[src/rtl/reset_seq.sv]
// Board reset sequencer: syncs/debounces USER_BTN and stretches the core reset after power-up and release.
// Optional debouncer enabled by defining RESET_SEQ_DEBOUNCE_EN; otherwise btn_db is the synchronised pin.
module reset_seq #(
    parameter int DBNC_CYCLES = 65536,
    parameter int HOLD_CYCLES = 4096
) (
    input  logic       clk,
    input  logic       reset,
    input  logic       btn,
    output logic       rst_out,
    output logic       btn_db,
    output logic [7:0] press_cnt
);

    localparam int HCW = (HOLD_CYCLES > 1) ? $clog2(HOLD_CYCLES) : 1;

    typedef enum logic [1:0] {
        HOLD,
        RUN,
        PRESSED
    } state_t;

    state_t         state;
    logic [HCW-1:0] hc;
    logic           sync_1;
    logic           btn_db_q;

    if (DBNC_CYCLES < 2 || HOLD_CYCLES < 1) begin : g_param_check
        $error("reset_seq: DBNC_CYCLES must be >= 2 and HOLD_CYCLES >= 1");
    end

    // NOTE: sequential state uses non-blocking assignments so every flop samples pre-edge values.
    always_ff @(posedge clk) begin
        if (!reset) sync_1 <= 1'b0;
        else        sync_1 <= ~btn;
    end

`ifdef RESET_SEQ_DEBOUNCE_EN
    localparam int DCW = $clog2(DBNC_CYCLES);

    logic           btn_s;
    logic [DCW-1:0] dc;

    always_ff @(posedge clk) begin
        if (!reset) begin
            btn_s  <= 1'b0;
            dc     <= '0;
            btn_db <= 1'b0;
        end else begin
            btn_s <= sync_1;
            if (btn_s == btn_db) begin
                dc <= '0;
            end else if (dc == DCW'(DBNC_CYCLES - 1)) begin
                btn_db <= btn_s;
                dc     <= '0;
            end else begin
                dc <= dc + 1'b1;
            end
        end
    end
`else
    // Without the debouncer the output flop doubles as the second synchroniser stage.
    always_ff @(posedge clk) begin
        if (!reset) btn_db <= 1'b0;
        else        btn_db <= sync_1;
    end
`endif

    always_ff @(posedge clk) begin
        if (!reset) begin
            btn_db_q  <= 1'b0;
            press_cnt <= 8'd0;
        end else begin
            btn_db_q <= btn_db;
            if (btn_db && !btn_db_q) press_cnt <= press_cnt + 8'd1;
        end
    end

    always_ff @(posedge clk) begin
        if (!reset) begin
            state   <= HOLD;
            hc      <= '0;
            rst_out <= 1'b1;
        end else begin
            case (state)
                HOLD: begin
                    if (btn_db) begin
                        state   <= PRESSED;
                        rst_out <= 1'b1;
                    end else if (hc == HCW'(HOLD_CYCLES - 1)) begin
                        state   <= RUN;
                        hc      <= '0;
                        rst_out <= 1'b0;
                    end else begin
                        hc      <= hc + 1'b1;
                        rst_out <= 1'b1;
                    end
                end
                RUN: begin
                    if (btn_db) begin
                        state   <= PRESSED;
                        rst_out <= 1'b1;
                    end else begin
                        rst_out <= 1'b0;
                    end
                end
                PRESSED: begin
                    // The edge leaving PRESSED is the first of the HOLD_CYCLES stretch.
                    if (!btn_db) begin
                        if (HOLD_CYCLES == 1) begin
                            state   <= RUN;
                            hc      <= '0;
                            rst_out <= 1'b0;
                        end else begin
                            state   <= HOLD;
                            hc      <= HCW'(1);
                            rst_out <= 1'b1;
                        end
                    end else begin
                        hc      <= '0;
                        rst_out <= 1'b1;
                    end
                end
                default: begin
                    state   <= HOLD;
                    hc      <= '0;
                    rst_out <= 1'b1;
                end
            endcase
        end
    end

endmodule

[config.mk]
export PLATFORM = sky130hd
export DESIGN_NAME = reset_seq
export DESIGN_NICKNAME = d
export VERILOG_FILES = /design/src/rtl/reset_seq.sv
export SDC_FILE = /design/constraint.sdc
export NUM_CORES = 1
export LEC_CHECK = 0
export ABC_AREA = 1
export CAP_MARGIN = 20
export CORE_MARGIN = 4
export CORE_UTILIZATION = 25
export DETAILED_ROUTE_END_ITERATION = 7
export PLACE_DENSITY_LB_ADDON = 0.2
export SETUP_SLACK_MARGIN = 0.15
export SLEW_MARGIN = 20
export SYNTH_ARGS = -nofsm -noshare
export SYNTH_HDL_FRONTEND = slang
export SYNTH_SLANG_ARGS = --single-unit
[constraint.sdc]
create_clock -name clk -period 2 [get_ports clk]
set_input_delay 0.4 -clock clk [delete_from_list [all_inputs] [get_ports clk]]
set_output_delay 0.4 -clock clk [all_outputs]
set_load 0.01 [all_outputs]
# Yosys cells after proc, flatten, opt, wreduce, memory -nomap -nowiden
# Index checks and enable logic that the tools add are counted.
totals:
  register_bits: 26
  latchBits: 0
  mem_bits_rw: 0
  rom_bits: 0
  in_bits: 3
  elab_cells: 36
  mem_count: 0
op_classes:
  n_addsub: 2
  multipliers: 0
  div: 0
  order_cmp: 0
  eq_ne: 7
  n_shift: 0
  mux: 13
  bitwise: 2
  reduce_logical: 5
ops:
  columns: ["operator", "n"]
  rows:
  - ["$pmux 12 s3", 1]
  - ["$mux 12", 2]
  - ["$add 12x1->12 const B", 1]
  - ["$eq 12x12->1 const B", 1]
  - ["$add 8x1->8 const B", 1]
  - ["$mux 2", 4]
  - ["$ne 2x2->1 const B", 3]
  - ["$pmux 2 s3", 1]
  - ["$mux 1", 4]
  - ["$ne 3x3->1 const B", 1]
  - ["$reduce_and 3->1", 1]
  - ["$eq 2x1->1 const B", 1]
  - ["$eq 2x2->1 const B", 1]
  - ["$logic_not 2->1", 1]
  - ["$not 1->1", 2]
  - ["$pmux 1 s2", 1]
  - ["$reduce_and 2->1", 1]
  - ["$logic_and 1x1->1", 1]
  - ["$logic_not 1->1", 1]

# Depth between registers and ports, before layout
logic_depth:
  word_depth: 4
  ltp_mapped: 8

# Worst setup path before layout
# Ideal clock, no wire load.
synth_timing:
  path_type: "flip-flop to flip-flop"
  startpoint: "reg btn_db"
  endpoint: "reg press_cnt[6]"
  setup_time_ns: 0.118
  t_arrival_ns: 1.137
  t_required_ns: 1.882
  path_slack_ns: 0.745
  path_stages_with_launch: 8
  path_buffers: 0
  period_less_slack_ns: 1.255
  path_cell_list: "dfxtp_1 -> inv_2 -> nor2_4 -> nand3_2 -> nor2_2 -> nand2_2 -> nor3_1 -> nor2_1"
synth_between:
  elab_chain_len: 1
synth_lines:
  columns: ["element", "line_no", "rtl"]
  rows:
  - ["start: declaration", "11", "output logic btn_db,"]
  - ["start signal: assignment", "65", "else btn_db <= sync_1;"]
  - ["$logic_and 1x1->1", "75", "if (btn_db && !btn_db_q) press_cnt <= press_cnt + 8'd1;"]
  - ["end signal: assignment", "75", null]
  - ["end: declaration", "12", "output logic [7:0] press_cnt"]
# Every way passes these cells.
# A chain may end at the register's enable or synchronous reset.

# Worst setup path in the final report
layout_timing:
  startpoint: "reg btn_db"
  endpoint: "out btn_db"
# No word-level cell between the ends.

==> summary.md <==
| Metric | Value |
|---|---|
| Dominant synthesized flop cell | dfxtp_1 |
| DR DRC count | 0 |
| Io pins | 13 |
| M1 wire length | 1246 µm |
| Fmax | 568.5 MHz |
| Slowest CP cell | clkdlybuf4s50_1 |
| Final hold vios | 0 |
| Die width | 77.03 µm |
| Worst path max stage delay | 0.59 ns |
| CTS H-tree depth | 1 |
| Status | complete, no violations |
| CP cell instances | clkdlybuf4s50_1 |
| Dpl hpwl | approximately 1700 µm |
| Die Ht | 77.03 µm |
| Worst-case vdd ir drop | 0.2604 mV |
| Post-CTS resize count | 0 |
| Setup Skew | around 0.0046 ns |
| Initial Util | 0.2662 |
| Routed Wire Length | 2295 µm |
| Nets | 186 |
| Clk_lat worst skew | about 0.27 ns |
| Power Density | between 600 and 700 mW/mm² |
| TritonCTS clock tree | yes |
| Post-CTS Setup Repair Bufs | 0 |
| Final period util | 0.8795 |
| Synthesized area | 0.001191 mm² |
| Port Buffers | 12 |
| Crit Reg-Reg Startpoint | hc[0]$_SDFFE_PN0P_ |
| Crit. Startpoint | btn_db$_SDFF_PN0_ |
| Worst Setup Slack, final | 0.2410 ns |
| Grt total ovfl | 0 |
| Crit Path Max Fanout | 6 |
| Leak | 0.5428 nW |
| DR top layer | met4 |
| Routed wl met2 | 923 µm |
| Fillcell total | 486 |
| Setup Viol. Count Final | 0 |
| Pre-CTS WS | 0.5060 ns |
| Max-slew headroom | 0.8122 |
| Vias per cell | 4.297 |
| Vias | between 900 and 1000 |
| Core Util, Final | 0.3199 |
| Final Wtd Congestion | 0.7666 |
| Overall routing resource usage | 0.08149 |
| First-pass GRT wire length | around 4000 µm |
| Startpoint of the worst hold path | sync_1$_SDFF_PN0_ |
| Core Region | 0.004474 mm² |
| Worst-Margin Slew | 0.2809 ns |
| Synth async-reset ratio | 0 |
| DR WL met3 | between 60 and 70 µm |
| Antenna-violating nets left | 0 |
| Syn nets | roughly 170 |
| Synth top area share | 0.4370 |
| Most common cell in the synthesized netlist | nand2_1 |
| Unrepaired setup endpoints after global routing | false |
| Share of cells above drive strength 1 | 0.08889 |
| R2R setup slack | 0.53 ns |
| Gate Count Post-Synth | around 160 |
| Reg clk slew, reported paths | approximately 0.090 ns |
| Synth area leader | dfxtp_1 |
| 1st-iter DRT viols | between 50 and 60 |
| Num rows | 24 |
| Fin crit period | 1.759 ns |
| Maxcap violations | 0 |
| Wire length per cell | 9.892 µm |
| # diodes | 0 |
| Synth warn | 0 |
| Synth Register Bits | 26 |
| Crit end category | output port |
| Count of unique library cells instantiated by Yosys | 24 |
| Reg area | around 520 µm² |
| Sequential fraction of the synthesis area | 0.4370 |
| Hold-fix buffers, CTS | 0 |
| Synthesized area per cell | 7.263 µm² |
| Setup Crit Path Kind | reg2out |
| CTS Buf Count | 3 |
| Root buffer cell | clkbuf_8 |
| P&R area growth vs syn | 20.17% |
| Startpoint Class | flop |
| Post-synth EDFFs | 0 |
| First-pass iteration count of the detailed router | 4 |
| Clock Tree Buf Depth | 2 |
| Synth top area cells | dfxtp_1, nand2_1, nor2_1 |
| Die area | 0.005933 mm² |
| Fin. max-slew vios | 0 |
| Largest net degree at the start of global routing | 15 |
| Critical Path RT | 1.60 ns |
| HP Class | reg2reg |
| Delay-heaviest family, CP | buffers and inverters |
| Post-synth top cells | nand2_1, nor2_1, dfxtp_1 |
| Number of global-route vias before repair | between 800 and 900 |
| Area of the multi-input gates | 584.3 µm² |
| Initial antenna violation count | 0 |
| Clk sink count | 26 |
| CP Data Arrival Time | 1.36 ns |
| WP buf/inv | 1 |
| Setup Total Neg Slack | 0 ns |
[per-layer routing]
metal / track usage / vias up
met5: 0 / -
met4: 0.04804 / 0
met3: 0.01405 / 5
met2: 0.1141 / 11
met1: 0.1157 / 430
li1: - / 551
[sequential cells by signal (all words and copies together) (netlist names)]
name / cells
btn_db_q: 1
press_cnt: 8
btn_db: 1
rst_out: 1
sync_1: 1
hc: 12
state: 2
[tightest hold or removal path, stage by stage, from the launching register on]
cell,delay (ns)
dfxtp_1,0.32
nand2_1,0.05
inv_1,0.04
[final timing paths]
path                              to  depth (start not counted)
setup reg to reg  hc[7]$_SDFFE_PN0P_                          8
hold / removal     btn_db$_SDFF_PN0_                          2
setup / recovery              btn_db                          1
hold reg to reg    btn_db$_SDFF_PN0_                          2
[stage by stage]
| stage | instance area, µm² | power (mW) | instances | hold WS, ns |
|---|---|---|---|---|
| global route | 1431 | 0.9984 | 232 | 0.4552 |
| finish | 1431 | 0.9587 | 232 | 0.4295 |
| CTS | 1431 | 0.9735 | 232 | 0.4369 |
| detailed placement | 1376 | 0.6228 | 228 | 0.4127 |
| floorplan | 1191 | 0.5988 | 164 | 0.3905 |
| global placement | 1376 | 0.6226 | 228 | 0.4176 |
[area by class of cell]
type                            instances  area share
Clock buffer                            4     0.03846
Inverter                               21     0.05507
Timing Repair Buffer                   13     0.08916
Tap cell                               52     0.04545
Multi-Input combinational cell        116      0.4082
Sequential cell                        26      0.3636
[power breakdown]
group	switching, mW	total (mW)	internal (mW)
combinational	0.0380	0.0672	0.0292
clock	0.173	0.349	0.176
sequential	0.0125	0.543	0.530
[cell usage in the layout, fill, tap and decap left out]
| cell type | instances |
|---|---|
| a21oi_1 | 9 |
| buf_4 | 1 |
| clkbuf_8 | 4 |
| clkdlybuf4s50_1 | 12 |
| dfxtp_1 | 26 |
| ha_1 | 2 |
| inv_1 | 19 |
| inv_2 | 2 |
| mux2i_1 | 1 |
| nand2_1 | 42 |
| nand2_2 | 1 |
| nand3_1 | 8 |
| nand3_2 | 1 |
| nand3b_1 | 1 |
| nand4_1 | 3 |
| nand4_4 | 1 |
| nor2_1 | 29 |
| nor2_2 | 2 |
| nor2_4 | 1 |
| nor3_1 | 3 |
| nor3_2 | 1 |
| o21ai_0 | 5 |
| o21ai_2 | 1 |
| o21bai_1 | 2 |
| o21bai_4 | 1 |
| xor2_1 | 2 |
[cells by family (layout without fill, tap and decap cells)]
group           Yosys count  after routing  share of synthesized area
compound gates           18             18                    0.09453
xor+xnor                  2              2                    0.01471
fa+ha+maj                 2              2                    0.02101
buf+inv                  22             38                    0.07249
flops                    26             26                     0.4370
mux                       1              1                   0.008404
simple gates             93             93                     0.3519
Power figures use the tool's default switching activity.
